**config.mk**
```make
export PLATFORM = sky130hd
export DESIGN_NAME = mult_42_seq
export DESIGN_NICKNAME = d
export VERILOG_FILES = /design/src/rtl/mult_42_seq.sv
export SDC_FILE = /design/constraint.sdc
export NUM_CORES = 1
export LEC_CHECK = 0
export ABC_AREA = 1
export CORE_MARGIN = 1
export CORE_UTILIZATION = 53
export DETAILED_ROUTE_END_ITERATION = 7
export PLACE_DENSITY = 0.79
export SLEW_MARGIN = 15
export SYNTH_ARGS = -nofsm -noshare
export SYNTH_HDL_FRONTEND = slang
export SYNTH_SLANG_ARGS = --single-unit
```
**constraint.sdc**
```tcl
create_clock -name clk -period 3.1 [get_ports clk]
set_input_delay 0.465 -clock clk [delete_from_list [all_inputs] [get_ports clk]]
set_output_delay 0.465 -clock clk [all_outputs]
set_load 0.05 [all_outputs]
```
**src/rtl/mult_42_seq.sv**
```systemverilog
// Sequential unsigned multiplier: four partial-product rows per cycle are folded
// into a carry-save accumulator by two ranks of exact 4:2 compressors, then added.
module mult_42_seq #(
    parameter int WIDTH = 8
) (
    input  logic               clk,
    input  logic               rst,
    input  logic               in_valid,
    output logic               in_ready,
    input  logic [WIDTH-1:0]   a,
    input  logic [WIDTH-1:0]   b,
    output logic               out_valid,
    input  logic               out_ready,
    output logic [2*WIDTH-1:0] product
);

    localparam int PW     = 2 * WIDTH;
    localparam int GROUPS = WIDTH / 4;
    localparam int GW     = (GROUPS > 1) ? $clog2(GROUPS) : 1;
    localparam logic [GW-1:0] G_LAST = GW'(GROUPS - 1);

    typedef enum logic [1:0] {
        IDLE     = 2'd0,
        COMPRESS = 2'd1,
        ADD      = 2'd2,
        DONE     = 2'd3
    } state_t;

    state_t          r_state;
    logic [GW-1:0]   r_g;
    logic [WIDTH-1:0] r_a;
    logic [WIDTH-1:0] r_b;
    logic [PW-1:0]   r_acc_sum;
    logic [PW-1:0]   r_acc_carry;
    logic [PW-1:0]   r_product;
    logic            r_in_ready;
    logic            r_out_valid;

    logic [3:0]      w_nib;
    logic [PW-1:0]   w_base;
    logic [PW-1:0]   w_pp [4];
    logic [PW-1:0]   w_s1, w_c1, w_s2, w_c2;

    // Exact 4:2 compressor row: the intermediate carry depends only on x1..x3,
    // so the lateral cin chain is one bit shift rather than a ripple.
    function automatic logic [2*PW-1:0] compress_4to2(
        input logic [PW-1:0] x1,
        input logic [PW-1:0] x2,
        input logic [PW-1:0] x3,
        input logic [PW-1:0] x4
    );
        logic [PW-1:0] t, co, ci, s, cy;
        t  = x1 ^ x2 ^ x3;
        co = (x1 & x2) | (x1 & x3) | (x2 & x3);
        ci = co << 1;
        s  = t ^ x4 ^ ci;
        cy = (t & x4) | (t & ci) | (x4 & ci);
        return {s, cy << 1};
    endfunction

    // NOTE: every always_comb output gets a default first so no latch is inferred.
    always_comb begin
        w_nib  = 4'(r_b >> {r_g, 2'b00});
        w_base = {{WIDTH{1'b0}}, r_a} << {r_g, 2'b00};
        for (int i = 0; i < 4; i++) begin
            w_pp[i] = '0;
            if (w_nib[i]) w_pp[i] = w_base << i;
        end
    end

    assign {w_s1, w_c1} = compress_4to2(w_pp[0], w_pp[1], w_pp[2], w_pp[3]);
    assign {w_s2, w_c2} = compress_4to2(w_s1, w_c1, r_acc_sum, r_acc_carry);

    // NOTE: sequential state uses non-blocking assignments so every register
    // samples pre-edge values regardless of statement order.
    always_ff @(posedge clk) begin
        if (rst) begin
            r_state     <= IDLE;
            r_g         <= '0;
            r_a         <= '0;
            r_b         <= '0;
            r_acc_sum   <= '0;
            r_acc_carry <= '0;
            r_product   <= '0;
            r_in_ready  <= 1'b0;
            r_out_valid <= 1'b0;
        end else begin
            case (r_state)
                IDLE: begin
                    r_in_ready <= 1'b1;
                    if (in_valid && r_in_ready) begin
                        r_a         <= a;
                        r_b         <= b;
                        r_acc_sum   <= '0;
                        r_acc_carry <= '0;
                        r_g         <= '0;
                        r_in_ready  <= 1'b0;
                        r_state     <= COMPRESS;
                    end
                end
                COMPRESS: begin
                    r_acc_sum   <= w_s2;
                    r_acc_carry <= w_c2;
                    r_g         <= r_g + GW'(1);
                    if (r_g == G_LAST) r_state <= ADD;
                end
                ADD: begin
                    r_product   <= r_acc_sum + r_acc_carry;
                    r_out_valid <= 1'b1;
                    r_state     <= DONE;
                end
                DONE: begin
                    if (out_ready) begin
                        r_out_valid <= 1'b0;
                        r_in_ready  <= 1'b1;
                        r_state     <= IDLE;
                    end
                end
                default: r_state <= IDLE;
            endcase
        end
    end

    assign in_ready  = r_in_ready;
    assign out_valid = r_out_valid;
    assign product   = r_product;

endmodule
```
# [Word-level counts from Yosys, hierarchy flattened]
# Cells that the tools add are included.
[word_totals] latch_bits=0 rom_bits=0 ramBits=0 in_bits=20 mem_count=0 regBits=69 out_inout_bits=18
[classes] n_lt_le_gt_ge=0 n_bitwise=28 n_mux=18 div=0 mul=0 n_shift=2 addsub=2 eq_ne=6 reduce_logical=10
[op_table] operator="15-bit bitwise AND" n=12
[op_table] operator="16-bit XOR" n=8
[op_table] operator="15-bit bitwise OR" n=8
[op_table] operator="16-bit two-way mux" n=5
[op_table] operator="16-bit one-hot mux with 2 select lines" n=2
[op_table] operator="16-bit adder" n=1
[op_table] operator="8-bit by 3-bit << shifter with 16-bit output" n=1
[op_table] operator="2-bit one-hot mux with 4 select lines" n=1
[op_table] operator="2-bit AND reduction" n=4
[op_table] operator="8-bit by 3-bit right shift with 4-bit output" n=1
[op_table] operator="2-bit two-way mux" n=3
[op_table] operator="2-bit inequality test (second input constant)" n=3
[op_table] operator="1-bit one-hot mux with 2 select lines" n=3
[op_table] operator="2-bit nonzero test" n=3
[op_table] operator="2-bit == test (second input constant)" n=2
[op_table] operator="1-bit two-way mux" n=4
[op_table] operator="3-bit AND reduction" n=1
[op_table] operator="2-bit by 1-bit == test with 1-bit output (second input constant)" n=1
[op_table] operator="2-bit logical NOT" n=1
[op_table] operator="1-bit adder (second input constant)" n=1
[op_table] operator="1-bit logical AND" n=1

# [Logic depth before layout (Yosys ltp)]
[logic_depth] depth_word=15 ltp_mapped=12

# [Worst setup path before layout]
# Ideal clock, no wire load.
[synth_timing] path_kind="flip-flop to flip-flop" start="reg r_g" end="reg r_acc_sum[3]" t_arrival_ps=3068 required_time_ps=2972 setup_slack_ps=-96 path_stages_with_launch=13 period_less_slack_ps=3196 setup_time_ps=128 path_cell_list="dfxtp_1 clkbuf_1 inv_1 nand2_1 nor2_1 fa_1 fa_1 fa_1 inv_1 fa_1 o22ai_1 inv_1 nor2_1"
[synth_between] elab_chain_cells=13 word_cells_on_any_way=30
[synth_rtl] element="start: declaration" line_no="30" text="logic [GW-1:0] r_g;"
[synth_rtl] element="start signal: assignment" line_no="104" text="r_g <= r_g + GW'(1);"
[synth_rtl] element="8-bit by 3-bit << shifter with 16-bit output or 8-bit by 3-bit right shift with 4-bit output (tied branches)" line_no="64, 63"
[synth_rtl] element="16-bit two-way mux" line_no="67" text="if (w_nib[i]) w_pp[i] = w_base << i;"
[synth_rtl] element="15-bit bitwise AND" line_no="54" text="co = (x1 & x2) | (x1 & x3) | (x2 & x3);"
[synth_rtl] element="15-bit bitwise OR (2 in a row)" line_no="54"
[synth_rtl] element="15-bit bitwise AND" line_no="57" text="cy = (t & x4) | (t & ci) | (x4 & ci);"
[synth_rtl] element="15-bit bitwise OR (2 in a row)" line_no="57"
[synth_rtl] element="16-bit XOR or 15-bit bitwise AND (tied branches)" line_no="53, 54"
[synth_rtl] element="16-bit XOR or 15-bit bitwise OR (tied branches)" line_no="53, 54"
[synth_rtl] element="16-bit XOR or 15-bit bitwise OR (tied branches)" line_no="56, 54"
[synth_rtl] element="16-bit XOR *" line_no="56" text="s = t ^ x4 ^ ci;"
[synth_rtl] element="16-bit one-hot mux with 2 select lines *" line_no="88" text="case (r_state)"
[synth_rtl] element="end signal: assignment" line_no="102" text="r_acc_sum <= w_s2;"
[synth_rtl] element="end: declaration" line_no="33" text="logic [PW-1:0] r_acc_sum;"
# Mark *: on every way between the ends. The rest lies on a longest branch, timed or not.
# A chain may end at the register's enable or synchronous reset.

# [Worst setup path after layout]
[layout_timing] start="reg r_g" end="reg r_acc_sum[7]"
# Same word-level chain as after synthesis.

==> impl_results.md <==
- Status: complete, but fails checks
- Failing checks: negative setup slack
- Dpl hpwl: roughly 7700 microns
- CP required: approximately 3.4 ns
- DR pass1 iterations: 6
- Min cycle time layout: between 3 and 4 ns
- Min-Delay Path Depth: 2
- Hold buffers post-CTS: 0
- Share of layout cells above drive strength 1: about 16%
- CP startpoint kind: register
- RSZ-0062 raised after global routing: yes
- Most frequent cell after synthesis: nand2_1
- Placed Instances: approximately 750
- Number of cells in the finished layout apart from fillers: roughly 770
- Reg2Reg Depth: 10
- Area share of the largest cell type after synthesis: approximately 29%
- CORE AREA: 8300 sq um
- Worst EP arrival: roughly 3.5 ns
- Root Driver: clkbuf_8
- CTS tree: yes
- GRT Total Usage: about 26%
- Fillers: 629
- Routed WL: roughly 12,000 microns
- Die width: about 95 microns
- Syn_nets: 699
- Clk sink count: between 60 and 70
- Design area: 5630 sq um
- Total Power: between 3 and 4 mW
- Hold Vio Cnt, Final: 0
- Row count: 33
- Initial Utilization: between 50% and 60%
- Max-slew violation count: 0
- Endpoints failing setup: 5
- Post-Syn Area: between 4000 and 5000 sq um
- Gr busiest metal: met2
- Worst skew pair latency: about 0.36 ns
- Setup TNS: -0.336 ns
- Sequential fraction of the synthesis area: 29.2%
- Post-Place Cell Area: 5140 sq um
- Largest net degree at the start of global routing: 43
- Total congestion overflow: 0
- Pre-CTS setup slack: -0.227 ns
- Reg-to-Reg Start: r_g
- Max-Cap Viols: 0
- Final Util: between 60% and 70%
- DR vias: between 4,000 and 5,000
- DR vias/cell: 5.42
- Worst relative slew slack: between 30% and 40%
- WL per Instance: ~15 microns
- Post-synth EDFFs: 0
- Layout Nets: 749
- Worst clock skew: approximately 0.010 ns
- Starting DRT DRC Count: between 200 and 300
- Worst stage delay on the critical path: between 0.5 and 0.6 ns
- Die height: approximately 95 microns
- Worst-margin pin slew: a little under 1 ns
- Layout area overhead: 22.5%
- RR Endpoint: r_acc_sum[7]
- Syn Inst Count: between 600 and 700
- Final hold slack: around 0.48 ns
- Met1 Resource Use GR: between 30% and 40%
- First-pass GRT wire length: around 18,000 microns
- Final period utilization: 104%
- I/O Buffers: 37
- Worst hold path type: reg2reg
- Gpl congestion: between 0.9 and 1
- Crit path max fanout: 6
- Synth cell count leaders: 141 x nand2_1, 103 x nor2_1, 75 x inv_1, 67 x dfxtp_1, 52 x a21oi_1
- Vias in the first global route: 3,880
- DRC errors left: 0
- Pwr Density: 639 nW/um^2
- Worst setup EP type: register
- Slowest stage cell, crit path: fa_2
- Initial antenna violation count: 0
- Post-synth top flop: dfxtp_1
- Crit Path Class: reg2reg
- Met3 global-route usage: between 4 and 5%
- Max Freq: around 310 MHz
- Top cells by area, synth: dfxtp_1 29%, fa_1 20%, nand2_1 12%, nor2_1 8.4%, ha_1 6.5%
- CTS clk-pin slew, worst paths: about 0.08 ns
- Post-route ant nets: 0
- Mapped Avg Cell Area: 7.56 sq um
- Cells along the critical path: buf_6, nand2_1, o21ai_4, nor2_2, fa_2, fa_2, fa_1, fa_1, nand2_1, a21oi_2
- Leading area contributor after synthesis: dfxtp_1
- Leakage: between 2 and 3 nW
- Clk buf depth: 2
- Synth Register Bits: between 60 and 70
- Reg2reg setup slack: -0.12 ns
- HP Start: r_acc_carry[15]
- # H-tree levels: 3
- Die Area: a little over 9000 sq um
- Hold EP: r_acc_carry[15]
- Final setup slack of the worst path: -0.119 ns
- Total CTS buffers: 9
- Unique masters post-synth: 29
- Yosys warns: 0
- Share of flip-flops with an asynchronous set or reset: 0%
- Routing usage on met2: 42.4%
- Top Ports: 38
- VDD IR max: between 300 and 400 uV
- Antenna Cells: 0
[layout by cell type (no fill, tap or decap), types with 2 or more instances in the layout]
cell,instances
a21oi_1,47
a21oi_2,5
buf_4,18
buf_6,3
bufinv_16,2
clkbuf_8,9
clkdlybuf4s50_1,37
clkinv_4,2
dfxtp_1,63
dfxtp_2,3
fa_1,36
fa_2,11
ha_1,24
inv_1,74
inv_2,3
nand2_1,130
nand2_2,10
nand3_1,17
nand4_1,4
nor2_1,80
nor2_2,21
nor2_4,4
o21ai_0,29
o21ai_2,2
o21ai_4,6
o22ai_1,2
or2_0,2
xnor2_1,2
xor2_1,4
[final cells by class]
| class | instances | area (sq um) | share of cell area [%] |
|---|---|---|---|
| Multi-Input combinational cell | 444 | 3090 | 54.8 |
| Sequential cell | 67 | 1350 | 23.9 |
| Timing Repair Buffer | 59 | 559 | 9.93 |
| Inverter | 77 | 289 | 5.13 |
| Tap cell | 105 | 131 | 2.33 |
| Clock buffer | 10 | 128 | 2.27 |
| Clock inverter | 6 | 90.1 | 1.60 |
[worst max-delay path, delay by kind of cell, from the launching register on]
family,cells,cell delay [ns]
fa+ha+maj,4,1.98
flops,1,0.39
simple gates,3,0.39
compound gates,2,0.24
buf+inv,1,0.14
[worst max path at each step]
stage | from | to | slack, ns | depth (start not counted)
3_5_place_dp | r_g | r_acc_sum[4] | -0.23 | 10
4_1_cts | r_g | r_acc_sum[5] | -0.02 | 9
2_1_floorplan | r_g | r_acc_sum[3] | -0.008 | 12
5_1_grt | r_g | r_acc_sum[7] | -0.19 | 10
6_report | r_g | r_acc_sum[7] | -0.12 | 10
3_3_place_gp | r_g | r_acc_sum[4] | -0.07 | 10
[logic make-up (layout without fill, tap and decap cells)]
logic type	count (synthesis)	count (layout)	synth area share (%)
XOR/XNOR	6	6	1.14
flip-flops	67	67	29.2
buffers and inverters	97	152	8.57
adder cells (fa/ha/maj)	71	71	27.0
AO/OA/AOI/OAI	96	96	10.9
AND/OR/NAND/NOR	271	271	23.3
[state kept, by name, summed over array words and instances (netlist names)]
signal and flops:
out_valid 1, r_acc_carry 14, r_acc_sum 16, r_g 1, product 16, in_ready 1
r_state 2, r_a 8, r_b 8
[power breakdown]
part / internal (mW) / switching, mW
Sequential: 1.02 / 0.114
Combinational: 0.579 / 1.06
Clock: 0.455 / 0.373
Total: 2.05 / 1.55
[metal layers]
layer	wire [microns]	part of all wire [%]
met5	0	0
met4	338	2.9
met3	504	4.4
met2	6020	52
met1	4670	41
[what timing repair did]
action                                  4_1_cts  5_1_grt
buffers inserted                              3        0
endpoints found under the setup margin       16       15
pin swaps                                    17        9
gates resized for setup                      34       48
endpoints found under the hold margin         0        0
(Power assumes the default switching activity.)
